$ cat config.mk
export PLATFORM = sky130hd
export DESIGN_NAME = mem_port_arbiter
export DESIGN_NICKNAME = d
export VERILOG_FILES = /design/src/rtl/mem_arb_pkg.sv /design/src/rtl/mem_arb_merge.sv /design/src/rtl/mem_port_arbiter.sv
export SDC_FILE = /design/constraint.sdc
export NUM_CORES = 1
export LEC_CHECK = 0
export ABC_AREA = 1
export CELL_PAD_IN_SITES_DETAIL_PLACEMENT = 0
export CELL_PAD_IN_SITES_GLOBAL_PLACEMENT = 1
export CORE_UTILIZATION = 28
export DETAILED_ROUTE_END_ITERATION = 8
export PLACE_DENSITY = 0.83
export SLEW_MARGIN = 25
export SYNTH_ARGS = -nofsm -noshare
export SYNTH_HDL_FRONTEND = slang
export SYNTH_SLANG_ARGS = --single-unit
$ cat constraint.sdc
create_clock -name clock -period 2.1 [get_ports clock]
set_input_delay 0.315 -clock clock [delete_from_list [all_inputs] [get_ports clock]]
set_output_delay 0.315 -clock clock [all_outputs]
set_load 0.01 [all_outputs]
$ cat src/rtl/mem_arb_pkg.sv
// mem_arb_pkg: shared types and constants for the memory port arbiter.
package mem_arb_pkg;
    typedef enum logic [2:0] {IDLE, ACCESS, RMW_RD, RMW_WR, RESP} state_t;
    localparam logic [1:0] SZ_BYTE = 2'd0;
    localparam logic [1:0] SZ_HALF = 2'd1;
    localparam logic [1:0] SZ_WORD = 2'd2;
    localparam logic [31:0] OFFSET_DEF = 32'h0100_0000;
    localparam logic REQ_IF = 1'b0;
    localparam logic REQ_DM = 1'b1;
endpackage

$ cat src/rtl/mem_arb_merge.sv
// mem_arb_merge: sub-word store merge and load extension on the low byte lanes.
module mem_arb_merge
    import mem_arb_pkg::*;
(
    input  logic [1:0]  size,
    input  logic        uns,
    input  logic [31:0] rd,
    input  logic [31:0] wd,
    output logic [31:0] merged,
    output logic [31:0] ext
);
    always_comb begin
        merged = size == SZ_BYTE ? {rd[31:8], wd[7:0]} :
                 size == SZ_HALF ? {rd[31:16], wd[15:0]} : wd;
        ext    = size == SZ_BYTE ? {{24{~uns & rd[7]}}, rd[7:0]} :
                 size == SZ_HALF ? {{16{~uns & rd[15]}}, rd[15:0]} : rd;
    end
endmodule

$ cat src/rtl/mem_port_arbiter.sv
// mem_port_arbiter: shares one byte-addressed memory port between fetch and load/store.
// Define MEM_ARB_ALIGN_CHECK_EN to turn misaligned accesses into error responses.
module mem_port_arbiter
    import mem_arb_pkg::*;
#(
    parameter logic [31:0] OFFSET       = OFFSET_DEF,
    parameter int          MEM_DEPTH    = 1048576,
    parameter int          STARVE_LIMIT = 4
) (
    input  logic        clock,
    input  logic        reset,
    input  logic        if_req,
    input  logic [31:0] if_addr,
    output logic        if_ack,
    output logic [31:0] if_rdata,
    output logic        if_err,
    input  logic        dm_req,
    input  logic        dm_we,
    input  logic [1:0]  dm_size,
    input  logic        dm_unsigned,
    input  logic [31:0] dm_addr,
    input  logic [31:0] dm_wdata,
    output logic        dm_ack,
    output logic [31:0] dm_rdata,
    output logic        dm_err,
    output logic [31:0] mem_address,
    output logic [31:0] mem_data_in,
    output logic        mem_read_write,
    input  logic [31:0] mem_data_out
);
    localparam logic [3:0]  LIM = 4'(STARVE_LIMIT);
    localparam logic [31:0] TOP = 32'(MEM_DEPTH - 4);

    state_t state, next;
    logic        id_q, we_q, uns_q, err_q;
    logic [1:0]  size_q;
    logic [31:0] addr_q, wdata_q, rdata_q, rmw_q;
    logic [3:0]  starve_cnt;
    logic        pick_if, grant, sel_word, sel_we, mis, g_err, resp;
    logic [31:0] sel_addr, rel, merged, ext;

    always_comb begin
        pick_if  = if_req & (~dm_req | starve_cnt == LIM);
        grant    = state == IDLE & (if_req | dm_req);
        sel_addr = pick_if ? if_addr : dm_addr;
        sel_word = pick_if | dm_size[1];
        sel_we   = ~pick_if & dm_we;
        rel      = sel_addr - OFFSET;
`ifdef MEM_ARB_ALIGN_CHECK_EN
        mis      = sel_word ? |sel_addr[1:0] : dm_size == SZ_HALF & sel_addr[0];
`else
        mis      = 1'b0;
`endif
        g_err    = sel_addr < OFFSET | rel > TOP | mis;
    end

    always_comb begin
        next = state;
        case (state)
            IDLE:    next = grant ? (g_err ? RESP : sel_we & ~sel_word ? RMW_RD : ACCESS) : IDLE;
            ACCESS:  next = RESP;
            RMW_RD:  next = RMW_WR;
            RMW_WR:  next = RESP;
            default: next = IDLE;
        endcase
    end

    // The read word feeds load extension in ACCESS and the merge source in RMW_WR.
    mem_arb_merge u_merge (
        .size   (size_q),
        .uns    (uns_q),
        .rd     (state == RMW_WR ? rmw_q : mem_data_out),
        .wd     (wdata_q),
        .merged (merged),
        .ext    (ext)
    );

    always_ff @(posedge clock or negedge reset) begin
        if (!reset) begin
            state      <= IDLE;
            id_q       <= REQ_IF;
            we_q       <= 1'b0;
            uns_q      <= 1'b0;
            err_q      <= 1'b0;
            size_q     <= SZ_WORD;
            addr_q     <= OFFSET;
            wdata_q    <= '0;
            rdata_q    <= '0;
            rmw_q      <= '0;
            starve_cnt <= '0;
        end else begin
            state <= next;
            if (grant) begin
                id_q    <= pick_if ? REQ_IF : REQ_DM;
                we_q    <= sel_we;
                uns_q   <= dm_unsigned;
                err_q   <= g_err;
                size_q  <= pick_if ? SZ_WORD : dm_size;
                wdata_q <= dm_wdata;
                rdata_q <= '0;
                if (!g_err) addr_q <= sel_addr;
                if (pick_if) starve_cnt <= '0;
                else if (if_req && starve_cnt != LIM) starve_cnt <= starve_cnt + 4'd1;
            end
            if (state == ACCESS) rdata_q <= we_q ? '0 : ext;
            if (state == RMW_RD) rmw_q <= mem_data_out;
        end
    end

    always_comb begin
        resp           = state == RESP;
        if_ack         = resp & id_q == REQ_IF;
        dm_ack         = resp & id_q == REQ_DM;
        if_rdata       = if_ack ? rdata_q : '0;
        dm_rdata       = dm_ack ? rdata_q : '0;
        if_err         = if_ack & err_q;
        dm_err         = dm_ack & err_q;
        mem_address    = addr_q;
        mem_read_write = (state == ACCESS & we_q) | state == RMW_WR;
        mem_data_in    = mem_read_write ? merged : '0;
    end
endmodule

# --- Word-level counts from Yosys, hierarchy flattened ---
# Index checks and enable logic that the tools add are counted.
classes:
  n_addsub: 2
  multipliers: 0
  div_mod_pow: 0
  magnitude_cmp: 2
  eq_ne: 7
  shifts: 0
  muxes: 20
  bitwise_logic: 22
  n_reduce_logical: 8
op_table:
  columns: ["op", "count"]
  rows:
  - ["32-bit 2-to-1 mux", 12]
  - ["32-bit by 20-bit > comparator with 1-bit output, second input constant", 1]
  - ["32-bit by 25-bit < comparator with 1-bit output, second input constant", 1]
  - ["32-bit by 25-bit subtractor with 32-bit output, second input constant", 1]
  - ["1-bit AND", 11]
  - ["3-bit one-hot mux with 3 select lines", 1]
  - ["4-bit 2-to-1 mux", 2]
  - ["3-bit by 2-bit == test with 1-bit output, second input constant", 2]
  - ["3-bit 2-to-1 mux", 2]
  - ["1-bit inverter", 6]
  - ["1-bit OR", 5]
  - ["4-bit by 1-bit adder with 4-bit output, second input constant", 1]
  - ["4-bit by 3-bit == test with 1-bit output, second input constant", 1]
  - ["2-bit 2-to-1 mux", 2]
  - ["4-bit by 3-bit != test with 1-bit output, second input constant", 1]
  - ["2-bit AND reduction", 2]
  - ["2-bit nonzero test", 2]
  - ["3-bit by 1-bit == test with 1-bit output, second input constant", 1]
  - ["3-bit == test, second input constant", 1]
  - ["3-bit zero test", 1]
  - ["2-bit by 1-bit == test with 1-bit output, second input constant", 1]
  - ["2-bit zero test", 1]
  - ["2-bit OR reduction", 1]
  - ["1-bit logical AND", 1]
  - ["1-bit 2-to-1 mux", 1]
totals:
  regBits: 141
  latchBits: 0
  ramBits: 0
  mem_bits_ro: 0
  in_bits: 136
  output_inout_bits: 133
  wordCells: 72
  n_memories: 0

# --- Depth between registers and ports, before layout ---
logic_depth:
  word_depth: 10
  ltp_mapped: 16
  mapped_depth_nobuf: 14

# --- Modules after synthesis ---
# From an unflattened synthesis, not the netlist that was laid out.
unflattened:
  hier_cells: 1139
  hier_area_um2: 7880.1
modules_own_cells:
  columns: ["mod", "n_inst", "cells_per_inst", "area_each_um2", "seq_area_each_um2"]
  rows:
  - ["mem_port_arbiter", 1, 984, 7146.9, 3530.9]
  - ["mem_arb_merge", 1, 155, 733.2, 0.0]

# --- Worst setup path before layout ---
# No wires, ideal clock.
synth_timing:
  path_kind: "reg2reg"
  start: "register starve_cnt[0]"
  end: "register addr_q[10], in the netlist mem_address[10]"
  setup_ps: 117
  arrival_time_ps: 1917
  required_time_ps: 1983
  slack_ps: 66
  path_stages_with_launch: 16
  n_path_buf: 2
  synth_period_minus_slack_ps: 2034
  path_cell_list: "dfrtp_1 inv_1 ha_1 nand3_1 nand2_4 nand2_4 buf_2 o21ai_0 nand2_1 nor2_1 nand2_1 nor2_4 nand3_4 buf_6 nand2_1 nand2_1"
synth_between:
  elab_chain_cells: 9
  elab_cells_between_ends: 10
  cone_classes: "add/sub: 1; order compare: 2; eq/ne: 1; mux: 1; bitwise: 4; reduce/logical: 1"
synth_rtl:
  columns: ["element", "line", "source"]
  rows:
  - ["start, declared", "mem_port_arbiter.sv:38", "logic [3:0] starve_cnt;"]
  - ["start signal, assigned", "mem_port_arbiter.sv:103", "else if (if_req && starve_cnt != LIM) starve_cnt <= starve_cnt + 4'd1;"]
  - ["4-bit by 3-bit == test with 1-bit output (*)", "mem_port_arbiter.sv:43", "pick_if = if_req & (~dm_req | starve_cnt == LIM);"]
  - ["1-bit OR (*)", "mem_port_arbiter.sv:43", null]
  - ["1-bit AND (*)", "mem_port_arbiter.sv:43", null]
  - ["32-bit 2-to-1 mux (*)", "mem_port_arbiter.sv:45", "sel_addr = pick_if ? if_addr : dm_addr;"]
  - ["32-bit by 25-bit subtractor with 32-bit output", "mem_port_arbiter.sv:48", "rel = sel_addr - OFFSET;"]
  - ["32-bit by 20-bit > comparator with 1-bit output", "mem_port_arbiter.sv:54", "g_err = sel_addr < OFFSET | rel > TOP | mis;"]
  - ["1-bit OR", "mem_port_arbiter.sv:54", null]
  - ["1-bit inverter (no source line)", null, null]
  - ["2-bit AND reduction (no source line)", null, null]
  - ["end signal, assigned", "mem_port_arbiter.sv:101", "if (!g_err) addr_q <= sel_addr;"]
  - ["end, declared", "mem_port_arbiter.sv:37", "logic [31:0] addr_q, wdata_q, rdata_q, rmw_q;"]
# Mark *: on every way between the ends. The rest lies on a longest branch, timed or not.
# A chain may end at the register's enable or synchronous reset.

# --- Worst setup path after layout ---
layout_timing:
  start: "register starve_cnt[0]"
  end: "register addr_q[9], in the netlist mem_address[9]"
# The elaborated chain is that of the path after synthesis.

==> reports/metrics.cfg <==
[floorplan]
io_pins=269
rows=57
initial_core_util_pct=28.6
die_w_um=160
die_y_um=160
fp.dieArea_um2=25500
core_um2=24300

[outcome]
violations=negative setup slack
outcome=finished with violations

[sta]
final-max-slew-violation-count=0
final-hold-violation-count=0
max_freq_mhz=438
rsz0062_at_grt=true
max_slew.worst_pin.slew_ns=0.496
fin_crit_sh_pct=109
finalClockSkew_ns=0.0104
finalSetupViolations=135
min_period_ns=2.28
finalWorstSetupSlack_ns=-0.181
maxSlewHeadroom_pct=66.9

[clock_tree]
cts_root_buffer=clkbuf_16
clock_latency_ns=0.42
clkSinkCount=133
cts_buffer_depth=2
clkTransAtPathRegs_ns=0.06
cts_buffers=17
cts_tree=done
cts.htree.levels=4

[power_and_ir_drop]
ir_drop_mv=0.481
powerDensity_nw_per_um2=621
total_leakage_power_nw=6.30

[synthesis]
syn-cell-area_um2=6960
synth_top_area_share_pct=47.1
synth_top_family_by_area=simple AND/OR/NAND/NOR gates
syn_avg_cell_area_um2=7.18
synth_compound_area_share_pct=10.2
synth_xor_area_share_pct=0.252
yosys.area.top_type=dfrtp_1
synth_nets=1108
yosysWarnings=0
synth_area_leaders=dfrtp_1 47%, nand2_1 14%, nor2_1 9.2%
syn_inst=970
ys_seq_elements=133
ys_seq_area_share_pct=47.9
synth_fa_ha_area_share_pct=0.360
synth.distinct_cells=33
yosys.area_share.simple_pct=30.1
synthMuxAreaShare_pct=0

[setup_path]
slowest_delay_ns=0.39
r2r_cells=15
r2r-start=starve_cnt[0]
required_ns=2.41
cp.arrival_ns=2.59
end_kind=register
r2r-end=mem_address[9]
worstSetupStartpointType=register
reg2reg_slack_ns=-0.18
crit_path_max_fanout=7
path_cells=inv_2 > ha_4 > nand3_4 > nand2_4 > nand2_8 > clkbuf_16 > o21ai_1 > nand2_1 > nor2_1 > nand2_2 > nor2_4 > nand3_4 > clkbuf_16 > nand2_2 > nand2_1
crit_type=reg2reg
crit_family=simple AND/OR/NAND/NOR gates
critPathBufInv=3
cp_slowest_cell=dfrtp_1
worst-path-stages=15

[job]
max_cap_viol_count=0

[cells_and_area]
drive_gt1_share_pct=38.3
fin_util_pct=54.1
syn_to_final_growth_pct=88.9
instances_no_fill=1711
layout.nets=1510

[global_routing]
gr-total-overflow=0
grt_max_degree=56
grt.total_usage_pct=18.4
antenna_found_initial=2
grt_pass1_wl_um=37000
first_global_vias=7127

[routing]
drt-wirelength-per-cell_um=15.2
drtAntennaViolNets=0
drcViolationCount=0
drt-vias-per-instance=4.47
wirelength_um=26000
drt_iter0_markers=376
num_vias=7656
first_pass_iters=5

[placement]
place.gp.congestion=0.812
io_buffers=268
place_inst=1619
hpwlAfterDp_um=17200

[hold_path]
hp-class=in2async

## state kept, by name (all words and copies together) (netlist names)
register and flops:
we_q 1, id_q 1, rdata_q 32, state 3
starve_cnt 4, rmw_q 24, wdata_q 32, size_q 2
mem_address 32, err_q 1, uns_q 1
## metrics by stage
| step | area, µm² | power, mW | setup slack, ns | hold WS, ns | setup TNS [ns] |
|---|---|---|---|---|---|
| finish | 13200 | 8.16 | -0.181 | 0.338 | -14.26 |
| floorplan | 6960 | 3.58 | 0.0658 | 0.0194 | 0 |
| detailed placement | 10800 | 4.46 | -0.310 | 0.227 | -14.16 |
| CTS | 11400 | 7.69 | -0.188 | 0.332 | -9.62 |
| global route | 13100 | 8.54 | -0.315 | 0.366 | -27.02 |
| global placement | 10800 | 4.44 | -0.309 | 0.225 | -14.09 |
## cell usage after synthesis, drive strengths merged
master / instances
inv: 136
clkinv: 2
dfrtp: 131
nor3: 13
o22ai: 24
o31ai: 1
clkbuf: 29
o211ai: 1
o21ai: 90
a22oi: 1
nand4: 22
o21bai: 1
nand3b: 15
xor2: 1
nand3: 14
xnor2: 1
dfstp: 2
or2: 1
ha: 2
a21oi: 16
buf: 26
nand2: 267
nor2: 174
## logic make-up (layout without fill, tap and decap cells)
kind of cell,count (synthesis),count (layout)
compound gates,134,134
xor+xnor,2,2
fa+ha+maj,2,2
buf+inv,193,608
flops,133,133
other cells,0,2
simple gates,506,506
## how the worst max path moves through the flow
stage,endpoint,start
floorplan,mem_address[10],starve_cnt[0]
finish,mem_address[9],starve_cnt[0]
CTS,mem_data_in[2],state[1]
global placement,err_q,if_req
detailed placement,mem_address[3],if_req
global route,mem_address[9],starve_cnt[0]
## worst register-to-register path: stages, from the launching register on
cell and delay (ns):
dfrtp_1 0.39, inv_2 0.09, ha_4 0.15, nand3_4 0.07, nand2_4 0.12, nand2_8 0.10, clkbuf_16 0.18, o21ai_1 0.11
nand2_1 0.06, nor2_1 0.15, nand2_2 0.09, nor2_4 0.17, nand3_4 0.18, clkbuf_16 0.22, nand2_2 0.05, nand2_1 0.04
## what timing repair did
| action | in CTS | in global routing |
|---|---|---|
| hold endpoints to repair | 28 | 0 |
| setup endpoints to repair | 137 | 161 |
| pin swaps | 7 | 38 |
| cloned | 2 | 18 |
| setup buffers | 12 | 27 |
| hold buffers | 1 | 0 |
| resized for setup | 442 | 392 |
## layout by cell type, fill, tap and decap left out, types with 3 or more instances in the layout
cell / instances
clkbuf_16: 30
o22ai_2: 5
nor2_1: 72
nor3_4: 12
buf_2: 58
nor2_2: 52
inv_1: 117
o21ai_4: 15
o21ai_2: 15
clkinvlp_4: 4
o21ai_1: 9
nand3_4: 5
nand4_1: 22
nand2_1: 221
buf_4: 115
nand2_2: 36
nand3_1: 8
buf_12: 19
nand3b_1: 15
nor2_4: 50
inv_2: 15
buf_6: 61
bufinv_16: 3
clkdlybuf4s50_1: 166
o22ai_1: 19
nand2_4: 9
dfrtp_1: 130
a21oi_1: 14
o21ai_0: 51
inv_6: 4
clkinv_4: 5
## power breakdown
group	leakage [nW]	internal, mW	total [mW]	switching, mW
logic	4.31	1.03	2.17	1.14
registers	1.69	2.74	2.86	0.120
clock network	0.294	1.91	3.13	1.22
total	6.30	5.68	8.16	2.48
## layout make-up
type                       count  area [µm²]
antenna                        2        5.00
clock buffer                  18         439
clock inverter                14         175
fill                        2248       11200
inverter                     138         544
multi-input combinational    644        3970
sequential                   133        3330
tap                          324         405
timing repair buffer         437        4280
timing repair inverter         1        5.00
## routing by layer
layer / GRT usage, % / vias to the layer above / wire length [µm]
li1: - / 3826 / -
met1: 21.8 / 3558 / 10100
met5: 0 / - / 12
met3: 5.22 / 30 / 1720
met4: 5.29 / 2 / 475
met2: 32.2 / 240 / 13700
Power figures use the tool's default switching activity.
